`src/rtl/noc_input_vc_requester_pkg.sv`:
```
// Shared definitions for the router input-port requester.
// Holds the default channel count and coordinate width, the output-port
// index type and constants, and the dimension-order XY route function.
// Every input port uses this one route function so they all make the same
// routing decision for the same destination.
package noc_input_vc_requester_pkg;

    localparam int Noc_VC_Channel  = 2;
    localparam int Noc_Coord_Width = 4;
    localparam int NUM_PORTS       = 5;

    typedef logic [2:0] port_t;

    localparam port_t PORT_LOCAL = 3'd0;
    localparam port_t PORT_EAST  = 3'd1;
    localparam port_t PORT_WEST  = 3'd2;
    localparam port_t PORT_NORTH = 3'd3;
    localparam port_t PORT_SOUTH = 3'd4;

    // XY routing: resolve X first, then Y, all comparisons unsigned.
    // Coordinates are passed zero-extended to 32 bits so that one function
    // serves any coordinate width up to 32.
    function automatic port_t xy_route(
        input logic [31:0] dest_x,
        input logic [31:0] dest_y,
        input logic [31:0] local_x,
        input logic [31:0] local_y
    );
        port_t port_v;
        if (dest_x > local_x) begin
            port_v = PORT_EAST;
        end else if (dest_x < local_x) begin
            port_v = PORT_WEST;
        end else if (dest_y > local_y) begin
            port_v = PORT_NORTH;
        end else if (dest_y < local_y) begin
            port_v = PORT_SOUTH;
        end else begin
            port_v = PORT_LOCAL;
        end
        return port_v;
    endfunction

    // One-hot decode of a port index onto the five output ports.
    function automatic logic [NUM_PORTS-1:0] port_onehot(input port_t port_idx);
        logic [NUM_PORTS-1:0] oh_v;
        case (port_idx)
            PORT_LOCAL: oh_v = 5'b00001;
            PORT_EAST:  oh_v = 5'b00010;
            PORT_WEST:  oh_v = 5'b00100;
            PORT_NORTH: oh_v = 5'b01000;
            PORT_SOUTH: oh_v = 5'b10000;
            default:    oh_v = 5'b00000;
        endcase
        return oh_v;
    endfunction

endpackage

```
`src/rtl/noc_input_vc_requester_fsm.sv`:
```
// Per-VC request FSM (module noc_vc_request_fsm).
// Ports:
//   clk, rst_n            clock, asynchronous active-low reset
//   valid, head, tail     status of the flit at the head of this VC's buffer
//   dest_x, dest_y        destination of the header flit
//   grant[p]              output port p accepts a flit from this VC
//   pop                   pop this VC's buffer (granted flit or dropped flit)
//   drop                  a non-header flit was discarded while idle
//   req                   a flit is ready for the owned port
//   eop                   the tail flit leaves this cycle (also the VC release)
//   sop[p]                registered one-hot: this VC holds a packet for port p
//   port                  registered owned port index (crossbar select)
module noc_vc_request_fsm
    import noc_input_vc_requester_pkg::*;
#(
    parameter int COORD_W = Noc_Coord_Width,
    parameter int LOCAL_X = 0,
    parameter int LOCAL_Y = 0
) (
    input  logic                 clk,
    input  logic                 rst_n,
    input  logic                 valid,
    input  logic                 head,
    input  logic                 tail,
    input  logic [COORD_W-1:0]   dest_x,
    input  logic [COORD_W-1:0]   dest_y,
    input  logic [NUM_PORTS-1:0] grant,
    output logic                 pop,
    output logic                 drop,
    output logic                 req,
    output logic                 eop,
    output logic [NUM_PORTS-1:0] sop,
    output port_t                port
);

    localparam logic [0:0] ST_IDLE   = 1'b0;
    localparam logic [0:0] ST_ACTIVE = 1'b1;

    logic [0:0]           state_r;
    logic [0:0]           state_nxt_s;
    port_t                port_r;
    port_t                port_nxt_s;
    logic [NUM_PORTS-1:0] sop_r;
    logic [NUM_PORTS-1:0] sop_nxt_s;
    logic                 pop_s;
    logic                 drop_s;
    logic                 req_s;
    logic                 eop_s;
    logic                 grant_sel_s;
    logic [7:0]           grant_pad_s;

    // Pad the grant vector so any 3-bit port index selects a defined bit.
    assign grant_pad_s = {3'b000, grant};

    // Next-state, request and pop decode for one VC.
    always_comb begin
        state_nxt_s = state_r;
        port_nxt_s  = port_r;
        pop_s       = 1'b0;
        drop_s      = 1'b0;
        req_s       = 1'b0;
        eop_s       = 1'b0;
        grant_sel_s = grant_pad_s[port_r];
        case (state_r)
            ST_IDLE: begin
                if (valid && head) begin
                    state_nxt_s = ST_ACTIVE;
                    port_nxt_s  = xy_route(32'(dest_x), 32'(dest_y),
                                           32'(LOCAL_X), 32'(LOCAL_Y));
                end else if (valid) begin
                    // A body flit with no owning packet cannot be routed.
                    pop_s  = 1'b1;
                    drop_s = 1'b1;
                end else begin
                    state_nxt_s = ST_IDLE;
                end
            end
            ST_ACTIVE: begin
                req_s = valid;
                pop_s = valid && grant_sel_s;
                if (pop_s && tail) begin
                    eop_s       = 1'b1;
                    state_nxt_s = ST_IDLE;
                end else begin
                    state_nxt_s = ST_ACTIVE;
                end
            end
            default: begin
                state_nxt_s = ST_IDLE;
            end
        endcase
        // start_of_packet is held as a registered one-hot of the owned port.
        if (state_nxt_s == ST_ACTIVE) begin
            sop_nxt_s = port_onehot(port_nxt_s);
        end else begin
            sop_nxt_s = 5'b00000;
        end
    end

    // State, owned port and registered start_of_packet.
    always_ff @(posedge clk or negedge rst_n) begin
        if (!rst_n) begin
            state_r <= ST_IDLE;
            port_r  <= PORT_LOCAL;
            sop_r   <= 5'b00000;
        end else begin
            state_r <= state_nxt_s;
            port_r  <= port_nxt_s;
            sop_r   <= sop_nxt_s;
        end
    end

    // Combinational outputs are forced low while reset is held so that a
    // body flit sitting in the buffer is not dropped during reset.
    assign pop  = pop_s  & rst_n;
    assign drop = drop_s & rst_n;
    assign req  = req_s  & rst_n;
    assign eop  = eop_s  & rst_n;
    assign sop  = sop_r;
    assign port = port_r;

endmodule

```
`src/rtl/noc_input_vc_requester.sv`:
```
// Input-port requester for the router switch-allocation handshake.
// Ports:
//   noc_clk, noc_rst_n        clock, asynchronous active-low reset
//   vc_valid/head/tail[c]     head-flit status of VC buffer c
//   vc_dest_x/y[c]            header destination of VC c
//   vc_pop[c]                 pop VC buffer c this cycle
//   vc_port[c]                output port owned by VC c (crossbar select)
//   start_of_packet[p][c]     VC c holds a packet routed to port p
//   end_of_packet[p][c]       tail of VC c leaves toward port p this cycle
//   request[p][c]             VC c has a flit ready for port p
//   free[p][c]                VC c releases its VC grant at port p
//   grant[p][c]               port p accepts one flit from VC c
//   drop_o[c]                 a non-header flit was discarded while idle
module noc_input_vc_requester
    import noc_input_vc_requester_pkg::*;
#(
    parameter int CHANNELS = Noc_VC_Channel,
    parameter int COORD_W  = Noc_Coord_Width,
    parameter int LOCAL_X  = 0,
    parameter int LOCAL_Y  = 0
) (
    input  logic                               noc_clk,
    input  logic                               noc_rst_n,
    input  logic [CHANNELS-1:0]                vc_valid,
    input  logic [CHANNELS-1:0]                vc_head,
    input  logic [CHANNELS-1:0]                vc_tail,
    input  logic [CHANNELS-1:0][COORD_W-1:0]   vc_dest_x,
    input  logic [CHANNELS-1:0][COORD_W-1:0]   vc_dest_y,
    output logic [CHANNELS-1:0]                vc_pop,
    output logic [CHANNELS-1:0][2:0]           vc_port,
    output logic [NUM_PORTS-1:0][CHANNELS-1:0] start_of_packet,
    output logic [NUM_PORTS-1:0][CHANNELS-1:0] end_of_packet,
    output logic [NUM_PORTS-1:0][CHANNELS-1:0] request,
    output logic [NUM_PORTS-1:0][CHANNELS-1:0] free,
    input  logic [NUM_PORTS-1:0][CHANNELS-1:0] grant,
    output logic [CHANNELS-1:0]                drop_o
);

    logic [CHANNELS-1:0][NUM_PORTS-1:0] vc_sop_s;
    logic [CHANNELS-1:0][NUM_PORTS-1:0] grant_col_s;
    logic [CHANNELS-1:0]                vc_req_s;
    logic [CHANNELS-1:0]                vc_eop_s;

    for (genvar c = 0; c < CHANNELS; c++) begin : g_vc
        // Gather the grant column for VC c across the five ports.
        for (genvar p = 0; p < NUM_PORTS; p++) begin : g_grant
            assign grant_col_s[c][p] = grant[p][c];
        end

        noc_vc_request_fsm #(
            .COORD_W (COORD_W),
            .LOCAL_X (LOCAL_X),
            .LOCAL_Y (LOCAL_Y)
        ) u_fsm (
            .clk    (noc_clk),
            .rst_n  (noc_rst_n),
            .valid  (vc_valid[c]),
            .head   (vc_head[c]),
            .tail   (vc_tail[c]),
            .dest_x (vc_dest_x[c]),
            .dest_y (vc_dest_y[c]),
            .grant  (grant_col_s[c]),
            .pop    (vc_pop[c]),
            .drop   (drop_o[c]),
            .req    (vc_req_s[c]),
            .eop    (vc_eop_s[c]),
            .sop    (vc_sop_s[c]),
            .port   (vc_port[c])
        );

        // Fan per-VC signals out to the owned port only; the one-hot sop
        // keeps every other port's bit at zero.
        for (genvar p = 0; p < NUM_PORTS; p++) begin : g_fan
            assign start_of_packet[p][c] = vc_sop_s[c][p];
            assign request[p][c]         = vc_req_s[c] & vc_sop_s[c][p];
            assign end_of_packet[p][c]   = vc_eop_s[c] & vc_sop_s[c][p];
            assign free[p][c]            = vc_eop_s[c] & vc_sop_s[c][p];
        end
    end

endmodule

```
`config.mk`:
```
export PLATFORM = sky130hd
export DESIGN_NAME = noc_input_vc_requester
export DESIGN_NICKNAME = d
export VERILOG_FILES = /design/src/rtl/noc_input_vc_requester_pkg.sv /design/src/rtl/noc_input_vc_requester_fsm.sv /design/src/rtl/noc_input_vc_requester.sv
export SDC_FILE = /design/constraint.sdc
export NUM_CORES = 1
export LEC_CHECK = 0
export ABC_CLOCK_PERIOD_IN_PS = 4700
export CORE_MARGIN = 4
export CORE_UTILIZATION = 38
export DETAILED_ROUTE_END_ITERATION = 8
export GPL_ROUTABILITY_DRIVEN = 1
export PLACE_DENSITY = 0.95
export SLEW_MARGIN = 20
export SYNTH_ARGS = -nofsm -noshare
export SYNTH_HDL_FRONTEND = slang
export SYNTH_SLANG_ARGS = --single-unit
```
`constraint.sdc`:
```
create_clock -name noc_clk -period 4.7 [get_ports noc_clk]
set_input_delay 0.47 -clock noc_clk [delete_from_list [all_inputs] [get_ports noc_clk]]
set_output_delay 0.47 -clock noc_clk [all_outputs]
set_load 0.01 [all_outputs]
```
==> impl_metrics.json, run 1 <==
{
  "drtIter0Drc": 53,
  "cts.repair.resized": 0,
  "synth_cell_types": 38,
  "grt_pass1_vias": 1102,
  "synth_edf_count": 0,
  "layout_setup_ws_ns": 1.61,
  "max_freq_mhz": 324,
  "rr_worst_depth": 4,
  "hp-class": "input port to async pin",
  "grtUsageTotal_pct": 15.9,
  "status": "complete, no violations",
  "r2r_slack_ns": 3.05,
  "io-pin-count": 84,
  "required_ns": 4.23,
  "p_total_mw": 0.556,
  "fin_skew_ns": 0.00490,
  "grt_max_degree": 18,
  "cts.sinks": 18,
  "worstMarginPinSlew_ns": 0.418,
  "antenna_found_initial": 0,
  "critPathLaunch": "noc_rst_n",
  "hold_viol": 0,
  "hold_buffers": 0,
  "worstSkewPairLatency_ns": 0.29,
  "layout.cells.non_filler": 240,
  "yosysTopAreaCell": "dfrtp_1",
  "cts_made_buffers": 3,
  "endpoint": "end_of_packet[6]",
  "ys.flop_type": "dfrtp_1",
  "synth_top_family_by_area": "simple AND/OR/NAND/NOR gates",
  "syn_inst": 123,
  "setup.worst_path.end_class": "output pin",
  "syn_area_per_cell_um2": 9.84,
  "async_flop_share_pct": 100,
  "die-area_um2": 4150,
  "critPathSlowestCell": "clkdlybuf4s50_1",
  "synth_xor_area_share_pct": 0,
  "grt_overflow": 0,
  "period_minus_slack_ns": 3.09,
  "synth.most_common_cell": "and2_1",
  "synth.top_cell.area_share_pct": 37.2,
  "synthToLayoutAreaGrowth_pct": 67.7,
  "num_vias": 1196,
  "drv_cap": 0,
  "cts_tree": "built",
  "setup_violations": 0,
  "synthAdderAreaFrac_pct": 0,
  "ys_ff_latch": 18,
  "drt-total-wl_um": 3140,
  "finalSetupTns_ns": 0,
  "crit_arrival_ns": 2.62,
  "max-slew-margin-rel_pct": 72.1,
  "die_h_um": 64.4,
  "die_x_um": 64.4,
  "powerDensity_nw_per_um2": 274,
  "root_buffer": "clkbuf_4",
  "place_ws_ns": 1.56,
  "wire_per_inst_um": 13.1,
  "yosys-top-cells-count": "and2_1, dfrtp_1, buf_4, nand2_1",
  "worst_path_most_repeated_cell": "clkdlybuf4s50_1",
  "slowest_delay_ns": 0.66,
  "synth_compound_area_share_pct": 12.4,
  "ys.warnings.count": 0,
  "ys_top_cells_by_area": "dfrtp_1, and2_1, buf_4",
  "grt_pass1_wl_um": 5130,
  "vias_per_cell": 4.98,
  "place_area_um2": 1990,
  "seq_area_frac_synth_pct": 37.2,
  "drive_above_1_share_pct": 12.8,
  "ant_nets": 0,
  "netlist_area_um2": 1210,
  "r2r_end": "g_vc[0].u_fsm.sop[2]",
  "htreeDepth": 1,
  "holdWs_ns": 0.427,
  "timing.final.crit_share_pct": 65.8,
  "p_leak_nw": 0.801,
  "diodes": 0,
  "finalMaxSlewViolations": 0,
  "cts_buffer_depth": 2,
  "globalplace.congestion": 0.812,
  "final_util_pct": 66.5,
  "drcViolationCount": 0,
  "initial_core_util_pct": 39.6,
  "postCtsSetupBuffers": 0,
  "worst-setup-path-type": "input port to output pin",
  "rsz0062_at_grt": "false",
  "clk_pin_slew_worst_paths_ns": 0.10,
  "path_max_fanout": 17,
  "yosys.area_share.simple_pct": 33.9,
  "core_um2": 3050,
  "reg2reg_from": "g_vc[0].u_fsm.port[0]",
  "synth_nets": 157,
  "yosys-mux-area-fraction_pct": 5.79,
  "vdd_drop_max_uv": 108,
  "fin_nets": 231,
  "fp-row-count": 20,
  "dp.cells": 236,
  "start_kind": "input port",
  "drt_pass1_iterations": 4,
  "dp_hpwl_um": 2710,
  "io_buffers": 83,
  "fin_area_um2": 2030,
  "path_cells": "clkdlybuf4s50_1, buf_4, nand3_1, a211oi_2, and2_1, clkdlybuf4s50_1"
}
[area by class of cell]
cell class / count / area, um^2
flip-flops and latches: 18 / 450
fillers: 237 / 1020
well taps: 44 / 55.1
inverters: 5 / 18.8
clock buffers: 4 / 36.3
multi-input cells: 85 / 631
repair buffers: 84 / 838
[cells by family (layout without fill, tap and decap cells)]
group	count (synthesis)	after routing
buffers and inverters	20	93
multiplexers	5	5
AO/OA/AOI/OAI	17	17
AND/OR/NAND/NOR	63	63
flip-flops	18	18
[registers in the layout (all words and copies together), names as in the netlist]
| signal | cells |
|---|---|
| g_vc.u_fsm.sop | 10 |
| g_vc.u_fsm.port | 6 |
| g_vc.u_fsm.state_r | 2 |
[layer usage]
metal / up-vias / part of all wire (%) / track usage (%) / wire [um]
li1: 561 / - / - / -
met1: 549 / 37 / 18.7 / 1160
met2: 82 / 48 / 25.8 / 1520
met3: 4 / 13 / 4.33 / 398
met4: 0 / 2.1 / 9.23 / 66
met5: - / 0 / 0 / 0
[where the power goes]
part / leakage (nW) / total [mW] / internal, mW / switching [mW]
registers: 0.230 / 0.217 / 0.184 / 0.0324
logic: 0.550 / 0.246 / 0.139 / 0.107
clock network: 0.0210 / 0.0933 / 0.0472 / 0.0461
total: 0.801 / 0.556 / 0.371 / 0.186
[worst max-delay path, delay by kind of cell]
| family | cells | cell delay, ns |
|---|---|---|
| compound gates | 1 | 0.32 |
| buf+inv | 3 | 1.50 |
| simple gates | 2 | 0.33 |
[worst min path at each step]
stage	startpoint	endpoint	slack (ns)	cells past startpoint
floorplan	noc_rst_n	g_vc[0].u_fsm.port[0]	0.17	0
finish	noc_rst_n	g_vc[1].u_fsm.port[1]	0.43	1
global placement	g_vc[1].u_fsm.port[2]	g_vc[1].u_fsm.port[2]	0.53	1
CTS	noc_rst_n	g_vc[1].u_fsm.port[1]	0.42	1
detailed placement	g_vc[1].u_fsm.port[2]	g_vc[1].u_fsm.port[2]	0.55	1
global route	noc_rst_n	g_vc[1].u_fsm.port[1]	0.41	1
[layout by cell type (no fill, tap or decap), types with 2 or more instances in the layout]
master           Yosys  layout
and2_1              21      21
nor4_1               2       2
nor3_1               3       3
clkbuf_4             0       3
nand2_1              8       8
inv_1                5       5
o21ai_0              2       2
o21ai_2              2       2
nor3_2               2       2
nand3_1              4       4
nor2_1               5       5
dfrtp_1             18      18
a21oi_1              4       4
nand3b_1             2       2
clkdlybuf4s50_1      0      83
nor2b_1              2       2
mux2_2               2       2
nor3b_1              2       2
nor3b_2              4       4
or4_4                2       2
Note: power is estimated with default switching activity, not from simulation.
==> inputs of run 2 (changes only) <==
Settings changed: ABC_CLOCK_PERIOD_IN_PS 4700 to 3100, CORE_UTILIZATION 38 to 35, PLACE_DENSITY 0.95 to 0.91.
Clock period 4.7 ns to 3.1 ns, I/O delays scaled along.
==> run 2 against run 1 <==
Against the previous run: worst hold slack got worse by 0.25 ns; sequential cell count is the same; critical path depth decreased by 1; die area rose by 7.5%; via count shrank 2.4%; largest cell class unchanged; highest routed layer unchanged.
==> impl_metrics.json, run 2 (synthesis results as in run 1) <==
{
  "status": "complete, no violations",
  "hp-class": "input port to async pin",
  "rsz0062_at_grt": "false",
  "max-slew-margin-rel_pct": 74.5,
  "grt_max_degree": 23,
  "fin_skew_ns": 0.000698,
  "final_util_pct": 60.9,
  "drcViolationCount": 0,
  "rr_worst_depth": 4,
  "seqPwrFrac_pct": 39.3,
  "fp-row-count": 21,
  "max_freq_mhz": 375,
  "p_total_mw": 0.841,
  "crit_buf_inv": 1,
  "vdd_drop_max_uv": 157,
  "grt_overflow": 0,
  "htreeDepth": 1,
  "grt_pass1_vias": 1107,
  "vias_per_cell": 4.82,
  "die_h_um": 66.8,
  "die-area_um2": 4460,
  "finalMaxSlewViolations": 0,
  "p_switching_mw": 0.279,
  "cts_made_buffers": 3,
  "worstMarginPinSlew_ns": 0.379,
  "path_cells": "or3b_1, a2bb2oi_4, nor3b_2, and2_1, clkdlybuf4s50_1",
  "reg2reg_from": "g_vc[1].u_fsm.port[0]",
  "dp_hpwl_um": 2670,
  "cts_tree": "built",
  "drive_above_1_share_pct": 12.8,
  "cts.sinks": 18,
  "postCtsSetupBuffers": 0,
  "powerDensity_nw_per_um2": 414,
  "grt_pass1_wl_um": 4770,
  "dp.cells": 238,
  "num_vias": 1167,
  "io_buffers": 83,
  "holdWs_ns": 0.182,
  "pwr-share-comb_pct": 44.0,
  "worst-setup-path-type": "register to output pin",
  "most-common-layout-cells": "clkdlybuf4s50_1, and2_1, dfrtp_1",
  "globalplace.congestion": 0.799,
  "setup.worst_path.end_class": "output pin",
  "place_area_um2": 2000,
  "grtUsageTotal_pct": 13.8,
  "layout_setup_ws_ns": 0.432,
  "cpLargestDelayFamily": "simple AND/OR/NAND/NOR gates",
  "path_max_fanout": 5,
  "die_x_um": 66.8,
  "r2r_slack_ns": 1.53,
  "drt_pass1_iterations": 6,
  "core_um2": 3340,
  "worstSkewPairLatency_ns": 0.28,
  "io-pin-count": 84,
  "layout.cells.non_filler": 242,
  "swShare_pct": 33.2,
  "timing.final.crit_share_pct": 86.1,
  "p_leak_nw": 0.801,
  "setup_violations": 0,
  "wire_per_inst_um": 12.8,
  "pwr-share-clk_pct": 16.7,
  "drtIter0Drc": 19,
  "clk_pin_slew_worst_paths_ns": 0.10,
  "crit_arrival_ns": 2.36,
  "period_minus_slack_ns": 2.67,
  "largest_reg_flops": 10,
  "antenna_found_initial": 0,
  "cts_buffer_depth": 2,
  "place_ws_ns": 0.592,
  "required_ns": 2.79,
  "diodes": 0,
  "drv_cap": 0,
  "critPathSlowestCell": "clkdlybuf4s50_1",
  "fin_area_um2": 2030,
  "slowest_delay_ns": 0.55,
  "start_kind": "register",
  "fin_nets": 231,
  "p_int_mw": 0.562,
  "ant_nets": 0,
  "cts.repair.resized": 0,
  "synthToLayoutAreaGrowth_pct": 67.9,
  "root_buffer": "clkbuf_4",
  "final_common_cell": "clkdlybuf4s50_1",
  "hold_buffers": 0,
  "finalSetupTns_ns": 0,
  "r2r_end": "g_vc[1].u_fsm.sop[3]",
  "drt-total-wl_um": 3100,
  "hold_viol": 0,
  "initial_core_util_pct": 36.3
}
[run 2: cell counts in the layout (fill, tap and decap cells not counted)]
Identical to the previous run, type by type.
[run 2: final cells by class]
| type | instances | area [um^2] |
|---|---|---|
| clock buffer | 4 | 36.3 |
| fill | 279 | 1310 |
| inverter | 5 | 18.8 |
| multi-input combinational | 85 | 631 |
| sequential | 18 | 450 |
| tap | 46 | 57.6 |
| timing repair buffer | 84 | 838 |
[run 2: routing by layer]
layer / share of wire, % / global-route usage, % / up-vias
met3: 7.7 / 1.35 / 2
met2: 51 / 25.1 / 57
met5: 0 / 0 / -
met1: 40 / 16.7 / 541
li1: - / - / 567
met4: 0.81 / 4.82 / 0
[run 2: how the worst max path moves through the flow]
stage	slack (ns)	start	endpoint	cells past startpoint
2_1_floorplan	1.18	g_vc[1].u_fsm.port[0]	free[1]	5
3_3_place_gp	0.64	grant[7]	end_of_packet[1]	6
3_5_place_dp	0.59	noc_rst_n	free[7]	5
4_1_cts	0.39	g_vc[1].u_fsm.port[0]	free[7]	5
5_1_grt	0.29	g_vc[1].u_fsm.port[0]	free[7]	5
6_report	0.43	g_vc[1].u_fsm.port[0]	free[7]	5
[run 2: power by group through the flow]
stage / Sequential [mW] / Combinational (mW) / Clock [mW]
finish: 0.330 / 0.370 / 0.140
global route: 0.339 / 0.398 / 0.159
global placement: 0.334 / 0.364 / 0
detailed placement: 0.334 / 0.372 / 0
CTS: 0.331 / 0.373 / 0.144
floorplan: 0.340 / 0.184 / 0
==> inputs of run 3 (changes only) <==
Settings changed: CORE_ASPECT_RATIO set to 0.75, RECOVER_POWER set to 25.
==> run 3 against run 2 <==
Against the previous run: non-clock buffer count unchanged; critical path depth unchanged; setup slack better by 0.056 ns; highest routed layer unchanged; total power grew 4.9%; clock power grew 31%; clock-buffer cell count unchanged.
==> impl_metrics.json, run 3 (synthesis results as in run 1) <==
{
  "io_buffers": 83,
  "hold_buffers": 0,
  "required_ns": 2.79,
  "synthToLayoutAreaGrowth_pct": 68.9,
  "cts_made_buffers": 3,
  "seqPwrFrac_pct": 37.3,
  "drt_pass1_iterations": 4,
  "rsz0062_at_grt": "false",
  "finalSetupTns_ns": 0,
  "fillers": 290,
  "vdd_drop_max_uv": 192,
  "swShare_pct": 31.6,
  "fin_nets": 231,
  "max_freq_mhz": 383,
  "wire_per_inst_um": 13.3,
  "globalplace.congestion": 0.743,
  "hp-class": "input port to async pin",
  "dp_hpwl_um": 2630,
  "grt_overflow": 0,
  "initial_core_util_pct": 36.5,
  "rr_worst_depth": 4,
  "setup.worst_path.end_class": "output pin",
  "ant_nets": 0,
  "max-slew-margin-rel_pct": 73.2,
  "pwr-share-comb_pct": 42.0,
  "p_leak_nw": 0.809,
  "p_total_mw": 0.881,
  "worst-setup-path-type": "register to output pin",
  "final_common_cell": "clkdlybuf4s50_1",
  "die-area_um2": 4470,
  "antenna_found_initial": 0,
  "setup_violations": 0,
  "p_int_mw": 0.603,
  "drv_cap": 0,
  "grt_max_degree": 24,
  "grt_pass1_vias": 1086,
  "period_minus_slack_ns": 2.61,
  "largest_reg_flops": 10,
  "finalMaxSlewViolations": 0,
  "worstMarginPinSlew_ns": 0.399,
  "root_buffer": "clkbuf_8",
  "most-common-layout-cells": "clkdlybuf4s50_1, and2_1, dfrtp_1",
  "clk_pin_slew_worst_paths_ns": 0.07,
  "num_vias": 1161,
  "core_um2": 3310,
  "start_kind": "register",
  "worstSkewPairLatency_ns": 0.24,
  "hold_viol": 0,
  "status": "complete, no violations",
  "grtUsageTotal_pct": 14.0,
  "multi_input_area_um2": 631,
  "cts_buffer_depth": 2,
  "final-seq-area_um2": 450,
  "cts.repair.resized": 0,
  "powerDensity_nw_per_um2": 431,
  "io-pin-count": 84,
  "htreeDepth": 1,
  "die_x_um": 75.9,
  "cts_tree": "built",
  "timing.final.crit_share_pct": 84.2,
  "diodes": 0,
  "pwr-share-clk_pct": 20.8,
  "die_h_um": 58.9,
  "drtIter0Drc": 99,
  "crit_arrival_ns": 2.30,
  "vias_per_cell": 4.92,
  "grt_pass1_wl_um": 4950,
  "drt-total-wl_um": 3150,
  "postCtsSetupBuffers": 0,
  "cts.sinks": 18,
  "fp-row-count": 18,
  "drive_above_1_share_pct": 12.8,
  "p_switching_mw": 0.278,
  "fin_skew_ns": 0.00287,
  "path_max_fanout": 5,
  "drcViolationCount": 0
}
## run 3: metrics by stage
step	hold WS [ns]	setup slack [ns]	utilization, %	instance area, um^2	instances
detailed placement	0.575	0.610	60.1	1990	232
finish	0.538	0.489	61.7	2040	236
floorplan	0.0144	1.18	-	1210	123
global placement	0.557	0.636	60.1	1990	232
global route	0.558	0.338	61.7	2040	236
CTS	0.473	0.447	61.7	2040	236
## run 3: final cells by class
class | instances | share of cell area (%)
repair buffers | 84 | 41.0
well taps | 40 | 2.45
flip-flops and latches | 18 | 22.0
inverters | 5 | 0.919
clock buffers | 4 | 2.69
multi-input cells | 85 | 30.9
## run 3: critical path, cell delays in order, from the launching register on
cell             delay (ns)
dfrtp_1                0.42
or3b_1                 0.45
a2bb2oi_4              0.18
nor3b_2                0.27
and2_1                 0.19
clkdlybuf4s50_1        0.55
## run 3: worst paths after layout
check                                            from                    end  slack, ns
max in group asynchronous                   noc_rst_n  g_vc[0].u_fsm.port[1]       2.35
min in group noc_clk            g_vc[1].u_fsm.port[2]  g_vc[1].u_fsm.port[2]       0.58
worst max register to register  g_vc[0].u_fsm.port[0]   g_vc[0].u_fsm.sop[2]       1.55
worst min register to register  g_vc[1].u_fsm.port[2]  g_vc[1].u_fsm.port[2]       0.58
worst min-delay path                        noc_rst_n   g_vc[0].u_fsm.sop[0]       0.54
worst max-delay path            g_vc[1].u_fsm.port[0]       end_of_packet[3]       0.49
## run 3: power groups by stage
stage / Sequential, mW / Clock, mW / Combinational [mW]
finish: 0.328 / 0.183 / 0.370
global route: 0.340 / 0.202 / 0.399
CTS: 0.330 / 0.187 / 0.373
detailed placement: 0.333 / 0 / 0.369
global placement: 0.331 / 0 / 0.363
floorplan: 0.340 / 0 / 0.184
## run 3: metal layers
layer	share of wire (%)	GRT usage, %
met1	42	18.8
met2	47	24.4
met3	10	1.37
met4	0.67	2.99
met5	0	0
